`src/rtl/lsu_bus_ctrl_pkg.sv`:
```
// Shared types and encodings for the LSU bus controller.
package lsu_bus_ctrl_pkg;

  typedef enum logic [1:0] {
    IDLE    = 2'd0,
    RD_WAIT = 2'd1,
    WR_WAIT = 2'd2,
    RESP    = 2'd3
  } lsu_state_e;

  localparam logic [1:0] SZ_B = 2'b00;
  localparam logic [1:0] SZ_H = 2'b01;
  localparam logic [1:0] SZ_W = 2'b10;

  localparam int unsigned TIMEOUT_DEF = 255;

  // Illegal size counts as misaligned so both take the same error path.
  function automatic logic misaligned(input logic [1:0] size, input logic [1:0] off);
    case (size)
      SZ_B:    misaligned = 1'b0;
      SZ_H:    misaligned = off[0];
      SZ_W:    misaligned = |off;
      default: misaligned = 1'b1;
    endcase
  endfunction

endpackage

```
`src/rtl/lsu_bus_ctrl_lane_align.sv`:
```
// Byte-lane steering: store data/enables out to the bus, load data back with extension.
module lsu_lane_align
  import lsu_bus_ctrl_pkg::*;
(
  input  logic [1:0]  off_i,
  input  logic [1:0]  size_i,
  input  logic        sext_i,
  input  logic [31:0] wdata_i,
  input  logic [31:0] rword_i,
  output logic [3:0]  be_o,
  output logic [31:0] wlane_o,
  output logic [31:0] rdata_o
);

  logic [31:0] mask;
  logic [3:0]  be_base;
  logic [4:0]  sh;
  logic [31:0] rsh;

  always_comb begin
    mask    = 32'hFFFF_FFFF;
    be_base = 4'b1111;
    case (size_i)
      SZ_B: begin mask = 32'h0000_00FF; be_base = 4'b0001; end
      SZ_H: begin mask = 32'h0000_FFFF; be_base = 4'b0011; end
      default: ;
    endcase
    sh      = {off_i, 3'b000};
    be_o    = be_base << off_i;
    wlane_o = (wdata_i & mask) << sh;
    rsh     = (rword_i >> sh) & mask;
    rdata_o = rsh;
    if (sext_i) begin
      case (size_i)
        SZ_B:    rdata_o = {{24{rsh[7]}}, rsh[7:0]};
        SZ_H:    rdata_o = {{16{rsh[15]}}, rsh[15:0]};
        default: ;
      endcase
    end
  end

endmodule

```
`src/rtl/lsu_bus_ctrl.sv`:
```
// Single-outstanding load/store bus controller with alignment checks and an ack timeout.
module lsu_bus_ctrl
  import lsu_bus_ctrl_pkg::*;
#(
  parameter int unsigned TIMEOUT = TIMEOUT_DEF
) (
  input  logic        clk,
  input  logic        rst_n,
  input  logic        req_valid,
  output logic        req_ready,
  input  logic        req_we,
  input  logic [31:0] req_addr,
  input  logic [31:0] req_wdata,
  input  logic [1:0]  mem_size,
  input  logic [2:0]  mem_extend,
  output logic        rsp_valid,
  output logic [31:0] rsp_rdata,
  output logic        rsp_err,
  output logic [29:0] bus_addr,
  output logic        bus_rd,
  output logic        bus_wr,
  output logic [3:0]  bus_be,
  output logic [31:0] bus_wdata,
  input  logic [31:0] bus_rdata,
  input  logic        bus_ack
);

  localparam int unsigned CW = (TIMEOUT < 2) ? 1 : $clog2(TIMEOUT + 1);
  localparam logic [CW-1:0] CNT_LAST = CW'(TIMEOUT - 1);

  lsu_state_e  state_q;
  logic [CW-1:0] cnt_q;
  logic [1:0]  off_q, size_q;
  logic        sext_q;
  logic        rsp_valid_q, rsp_err_q, bus_rd_q, bus_wr_q;
  logic [31:0] rsp_rdata_q, bus_wdata_q;
  logic [29:0] bus_addr_q;
  logic [3:0]  bus_be_q;

  logic        idle;
  logic [1:0]  al_off, al_size;
  logic        al_sext;
  logic [3:0]  al_be;
  logic [31:0] al_wlane, al_rdata;
  logic        unused_ext;

  assign unused_ext = ^mem_extend[1:0];
  assign idle       = (state_q == IDLE);

  // One aligner serves both directions: request fields while idle, latched fields afterwards.
  assign al_off  = idle ? req_addr[1:0]  : off_q;
  assign al_size = idle ? mem_size       : size_q;
  assign al_sext = idle ? ~mem_extend[2] : sext_q;

  lsu_lane_align u_align (
    .off_i   (al_off),
    .size_i  (al_size),
    .sext_i  (al_sext),
    .wdata_i (req_wdata),
    .rword_i (bus_rdata),
    .be_o    (al_be),
    .wlane_o (al_wlane),
    .rdata_o (al_rdata)
  );

  always_ff @(posedge clk) begin
    if (!rst_n) begin
      state_q     <= IDLE;
      cnt_q       <= '0;
      off_q       <= '0;
      size_q      <= '0;
      sext_q      <= 1'b0;
      rsp_valid_q <= 1'b0;
      rsp_err_q   <= 1'b0;
      rsp_rdata_q <= '0;
      bus_rd_q    <= 1'b0;
      bus_wr_q    <= 1'b0;
      bus_be_q    <= '0;
      bus_wdata_q <= '0;
      bus_addr_q  <= '0;
    end else begin
      rsp_valid_q <= 1'b0;
      case (state_q)
        IDLE: if (req_valid) begin
          off_q  <= req_addr[1:0];
          size_q <= mem_size;
          sext_q <= ~mem_extend[2];
          if (misaligned(mem_size, req_addr[1:0])) begin
            state_q     <= RESP;
            rsp_valid_q <= 1'b1;
            rsp_err_q   <= 1'b1;
            rsp_rdata_q <= '0;
          end else begin
            state_q     <= req_we ? WR_WAIT : RD_WAIT;
            cnt_q       <= '0;
            bus_addr_q  <= req_addr[31:2];
            bus_be_q    <= al_be;
            bus_wdata_q <= req_we ? al_wlane : 32'h0;
            bus_rd_q    <= ~req_we;
            bus_wr_q    <= req_we;
          end
        end
        RD_WAIT, WR_WAIT: begin
          // Ack is checked first so it wins over a coincident timeout.
          if (bus_ack) begin
            state_q     <= RESP;
            bus_rd_q    <= 1'b0;
            bus_wr_q    <= 1'b0;
            rsp_valid_q <= 1'b1;
            rsp_err_q   <= 1'b0;
            rsp_rdata_q <= (state_q == RD_WAIT) ? al_rdata : 32'h0;
          end else if (cnt_q == CNT_LAST) begin
            state_q     <= RESP;
            bus_rd_q    <= 1'b0;
            bus_wr_q    <= 1'b0;
            rsp_valid_q <= 1'b1;
            rsp_err_q   <= 1'b1;
            rsp_rdata_q <= '0;
          end else begin
            cnt_q <= cnt_q + 1'b1;
          end
        end
        RESP:    state_q <= IDLE;
        default: state_q <= IDLE;
      endcase
    end
  end

  assign req_ready = idle;
  assign rsp_valid = rsp_valid_q;
  assign rsp_rdata = rsp_rdata_q;
  assign rsp_err   = rsp_err_q;
  assign bus_addr  = bus_addr_q;
  assign bus_rd    = bus_rd_q;
  assign bus_wr    = bus_wr_q;
  assign bus_be    = bus_be_q;
  assign bus_wdata = bus_wdata_q;

endmodule
```
`config.mk`:
```
export PLATFORM = sky130hd
export DESIGN_NAME = lsu_bus_ctrl
export DESIGN_NICKNAME = d
export VERILOG_FILES = /design/src/rtl/lsu_bus_ctrl_pkg.sv /design/src/rtl/lsu_bus_ctrl_lane_align.sv /design/src/rtl/lsu_bus_ctrl.sv
export SDC_FILE = /design/constraint.sdc
export NUM_CORES = 1
export LEC_CHECK = 0
export ABC_CLOCK_PERIOD_IN_PS = 2650
export CORE_MARGIN = 5
export CORE_UTILIZATION = 40
export DETAILED_ROUTE_END_ITERATION = 10
export DONT_BUFFER_PORTS = 1
export GPL_ROUTABILITY_DRIVEN = 0
export PLACE_DENSITY = 0.63
export SYNTH_ARGS = -nofsm -noshare
export SYNTH_HDL_FRONTEND = slang
export SYNTH_SLANG_ARGS = --single-unit
```
`constraint.sdc`:
```
create_clock -name clk -period 2.65 [get_ports clk]
set_clock_uncertainty 0.15 [all_clocks]
set_input_delay 0.265 -clock clk [delete_from_list [all_inputs] [get_ports clk]]
set_output_delay 0.265 -clock clk [all_outputs]
set_load 0.01 [all_outputs]
```
==> Word level (Yosys, flattened, before mapping) <==
Index checks and enable logic that the tools add are counted.
{ "totals": {"regBits": 117, "output_inout_bits": 103, "word_cells": 94} }
{ "classes": {"addsub": 1, "n_eq_ne": 13, "shift": 3, "muxes": 47, "bitwise_logic": 5, "n_reduce_logical": 12} }
{ "ops": {"columns": ["operator", "count"], "rows": [
  ["2-to-1 mux 32 bit", 7],
  ["one-hot mux 32 bit (2 select lines)", 3],
  ["bitwise AND 32 bit", 2],
  ["2-to-1 mux 8 bit", 4],
  ["<< shifter 32 x 5 -> 32 bit", 1],
  ["right shift 32 x 5 -> 32 bit", 1],
  ["2-to-1 mux 1 bit", 18],
  ["one-hot mux 8 bit (2 select lines)", 1],
  ["2-to-1 mux 2 bit", 7],
  ["adder 8 x 1 -> 8 bit, second input constant", 1],
  ["== test 8 bit, second input constant", 1],
  ["!= test 2 bit, second input constant", 4],
  ["one-hot mux 1 bit (2 select lines)", 4],
  ["one-hot mux 4 bit (2 select lines)", 1],
  ["AND reduction 4 bit", 2],
  ["== test 2 x 1 -> 1 bit, second input constant", 3],
  ["== test 2 bit, second input constant", 3],
  ["zero test 2 bit", 3],
  ["one-hot mux 2 bit (3 select lines)", 1],
  ["AND reduction 5 bit", 1],
  ["AND reduction 2 bit", 2],
  ["OR reduction 2 bit", 2],
  ["<< shifter 4 x 2 -> 4 bit", 1],
  ["!= test 3 bit, second input constant", 1],
  ["other kinds (5)", 7]
]} }

==> Depth between registers and ports, before layout <==
{ "depth": {"word_depth": 10, "ltp_mapped": 10} }

==> Modules after synthesis <==
A second synthesis with hierarchy kept.
{ "hier_totals": {"hier_cells": 783, "area_unflattened_um2": 6169.7} }
{ "by_module_without_submodules": {"columns": ["module", "n_inst", "cells_each", "area_each_um2"], "rows": [
  ["lsu_bus_ctrl", 1, 570, 4743.3],
  ["lsu_lane_align", 1, 213, 1426.4]
]} }

==> Worst setup path before layout <==
OpenSTA, ideal clock, no wires.
{ "synth_path": {"path_type": "reg2reg", "start": "register state_q[0]", "end": "register rsp_rdata_q[20], in the netlist rsp_rdata[20]", "setup_time_ps": 68, "arrival_time_ps": 2333, "required_time_ps": 2432, "setup_slack_ps": 99, "path_stages_with_launch": 10, "n_path_buf": 2, "cell_sequence": "dfxtp_1 -> inv_1 -> ha_1 -> mux2_4 -> buf_6 -> mux2i_2 -> a2111oi_4 -> o311ai_4 -> buf_6 -> o2bb2ai_2"} }
{ "synth_via": {"elab_chain_cells": 10} }
{ "synth_lines": {"columns": ["element", "line", "text"], "rows": [
  ["from (decl)", "lsu_bus_ctrl.sv:31", "lsu_state_e state_q;"],
  ["from (signal assigned)", "lsu_bus_ctrl.sv:94", "state_q <= req_we ? WR_WAIT : RD_WAIT;"],
  ["zero test 2 bit (*)", "lsu_bus_ctrl.sv:48", "assign idle = (state_q == IDLE);"],
  ["via req_ready", "lsu_bus_ctrl.sv:10", "output logic req_ready,"],
  ["branches (longest 9 deep; another with right shift 32 x 5 -> 32 bit)", null, null],
  ["to (signal assigned)", "lsu_bus_ctrl.sv:111", "rsp_rdata_q <= (state_q == RD_WAIT) ? al_rdata : 32'h0;"],
  ["to (decl)", "lsu_bus_ctrl.sv:36", "logic [31:0] rsp_rdata_q, bus_wdata_q;"]
]} }
Mark *: on every way through the listed nets, which the timed path passes.
A chain may end at the register's enable or synchronous reset.

==> Worst setup path after layout <==
{ "layout_path": {"start": "register state_q[1]", "end": "register rsp_rdata_q[27], in the netlist rsp_rdata[27]"} }
{ "layout_via": {"elab_chain_cells": 10} }
{ "layout_lines": {"columns": ["element"], "rows": [
  ["branches (longest 10 deep; another with right shift 32 x 5 -> 32 bit)"]
]} }
Parallel ways; which one is timed is not known.

==> qor.csv <==
metric,value,unit
grt_pass1_vias,5559,
rows,44,
async_flop_share,0,%
dpl_worst_slack,-368.5,ps
synth_seq_cells,117,
post_dp_cell_area,0.006098,mm2
grt_max_degree,77,
dp.cells,863,
slowest_stage,o311ai_4,
p_leak,2.788,nW
die-area,0.01705,mm2
crit_path_start_kind,flip-flop,
ys.flop_type,dfxtp_1,
synthCells,701,
track_usage,23.03,%
vias,5674,
num_io_pins,209,
worst_slack,85.32,ps
core_area,0.01437,mm2
holdPathStages,3,
fin_cells,968,
finalCritPeriodShare,96.78,%
clkLatencyLatePin,420,ps
routed_wl,20110,um
outcome,"finished, final reports clean",
path_max_fanout,8,
routed_via_density,5.862,
r2r_end,rsp_rdata[27],
die_w,130.6,um
cp-startpoint,state_q[1],
internal_power,0.004629,W
cts_tree,yes,
synth_area,0.005816,mm2
seqPwrFrac,28.3,%
finalHoldViolations,0,
portBuffers,0,
crit_path_end,rsp_rdata[27],
final_common_cell,nand2_1,
synth_top_area_share,40.28,%
clkSinkCount,117,
final_max_slew_viol_count,0,
peakVddDrop,0.6120,mV
cts-root-buf,clkbuf_16,
diodes,0,
combPwrFrac,40.7,%
wire_per_inst,20.78,um
grt_overflow,0,
antenna_found_initial,0,
grt_pass1_wl,30540,um
path_clk_slew,50,ps
cpMostUsedCell,buf_4,
postLayoutCellArea,0.007528,mm2
p_clk_share,31.0,%
p_sw,0.002882,W
synth_edf_count,0,
max_stage_delay,440,ps
r2r_slack,90,ps
crit_chain,"inv_2, ha_4, buf_4, buf_4, or3_1, a21oi_2, a2111oi_4, o311ai_4, clkbuf_16, o2bb2ai_2",
die_h,130.6,um
yosysUniqueCellTypes,58,
r2r-start,state_q[1],
endpoint_kind,flip-flop,
start_util,40.47,%
critPathArrivalTime,2720,ps
cts.path.max_buffers,2,
sw_frac_of_total,38.37,%
yosys.area.top_type,dfxtp_1,
min_from,req_wdata[19],
cap_violations,0,
layout_common_cells,"nand2_1 (153), dfxtp_1 (115), dlygate4sd3_1 (69)",
syn_to_final_growth,29.45,%
yosysSeqAreaShare,40.28,%
relSlewSlack,52.16,%
synth_area_leaders,"dfxtp_1 (40%), nand2_1 (9.9%), a21boi_0 (5.8%), nand3_1 (3.6%), a21oi_1 (3.5%)",
antenna_left,0,
synth.avg_cell_area,8.296,um2
syn-num-nets,812,
drive_gt1_share,13.01,%
drcViolationCount,0,
yosysWarningCount,0,
setup_violations,0,
critPathKind,flip-flop to flip-flop,
fin_nets,882,
final_util,52.39,%
max_freq,389.9,MHz
htreeDepth,4,
cp_data_required_time,2810,ps
reg2reg_depth,10,
hold_path_class,primary input to flip-flop,
drt-pass1-iter-count,5,
finalCriticalPeriod,2565,ps
power_density,997.6,mW/mm2
numCtsBuffers,17,
tightest_slew,708.4,ps
dp_hpwl,13430,um
drtIter0Drc,444,
kinds of logic (layout without fill, tap and decap cells):
family | after synthesis | count (layout) | synth area share (%)
fa+ha+maj | 5 | 5 | 1.076
compound gates | 207 | 207 | 27.91
flops | 117 | 117 | 40.28
mux | 18 | 18 | 3.507
simple gates | 288 | 288 | 22.40
buf+inv | 66 | 149 | 4.841
critical path, delay by kind of cell (launching register included):
family	cells	cell delay (ps)
AO/OA/AOI/OAI	4	790
adder cells (fa/ha/maj)	1	190
buffers and inverters	4	640
flip-flops	1	330
AND/OR/NAND/NOR	1	360
area by class of cell:
type	instances	area, um2
clock buffer	20	446.7
fill	1259	6840
clock inverter	12	153.9
inverter	11	41.29
sequential	117	2345
tap	184	230.2
timing repair buffer	106	1035
multi-input combinational	518	3277
power groups by stage:
stage / clock [W] / sequential [W] / combinational (W)
finish: 0.00233 / 0.00213 / 0.00305
global route: 0.00247 / 0.00215 / 0.00334
CTS: 0.00238 / 0.00213 / 0.00293
detailed placement: 0 / 0.00216 / 0.00276
global placement: 0 / 0.00216 / 0.00271
floorplan: 0 / 0.00211 / 0.00201
sequential cells by signal (all words and copies together) (netlist names), 2 cells and up:
signal	count
bus_addr	30
bus_be	4
bus_wdata	32
cnt_q	8
off_q	2
rsp_rdata	32
size_q	2
state_q	2
synth_stat cells, types with 11 or more instances:
| library cell | count |
|---|---|
| nand2_1 | 154 |
| dfxtp_1 | 117 |
| a21boi_0 | 45 |
| clkbuf_1 | 43 |
| nand3_1 | 42 |
| a21oi_1 | 41 |
| nor2_1 | 29 |
| o2bb2ai_1 | 21 |
| a22oi_1 | 16 |
| nor2b_1 | 16 |
| mux2i_1 | 13 |
| and2_1 | 11 |
| inv_1 | 11 |
worst min-delay path by stage:
stage | to | slack, ps
floorplan | bus_wdata[1] | 240
global placement | bus_wdata[6] | 240
detailed placement | bus_wdata[2] | 240
CTS | rsp_rdata[19] | 1
global route | rsp_rdata[22] | 10
finish | bus_wdata[27] | 10
metal layers:
| layer | wire [um] | up-vias | GRT usage, % |
|---|---|---|---|
| met2 | 9279 | 308 | 37.05 |
| met3 | 2462 | 54 | 10.00 |
| met4 | 544 | 0 | 7.562 |
| li1 | - | 2654 | - |
| met5 | 0 | - | 0 |
| met1 | 7826 | 2658 | 27.73 |
through the flow:
step	hold WS, ps	total power (W)	TNS, ps
after global routing	13.83	0.007957	-0.2609
final	14.77	0.007511	0
after floorplan	240.6	0.004122	0
after CTS	0.9762	0.007434	0
after detailed placement	244.0	0.004925	-5360
after global placement	241.3	0.004867	-3705
repair_timing:
| action | 4_1_cts | 5_1_grt |
|---|---|---|
| buffers inserted | 2 | 0 |
| gates resized for setup | 3 | 10 |
| pin swaps | 1 | 2 |
| hold buffers | 70 | 0 |
| gates cloned | 0 | 1 |
| hold endpoints to repair | 103 | 0 |
| setup endpoints to repair | 24 | 30 |
Power figures use the tool's default switching activity.
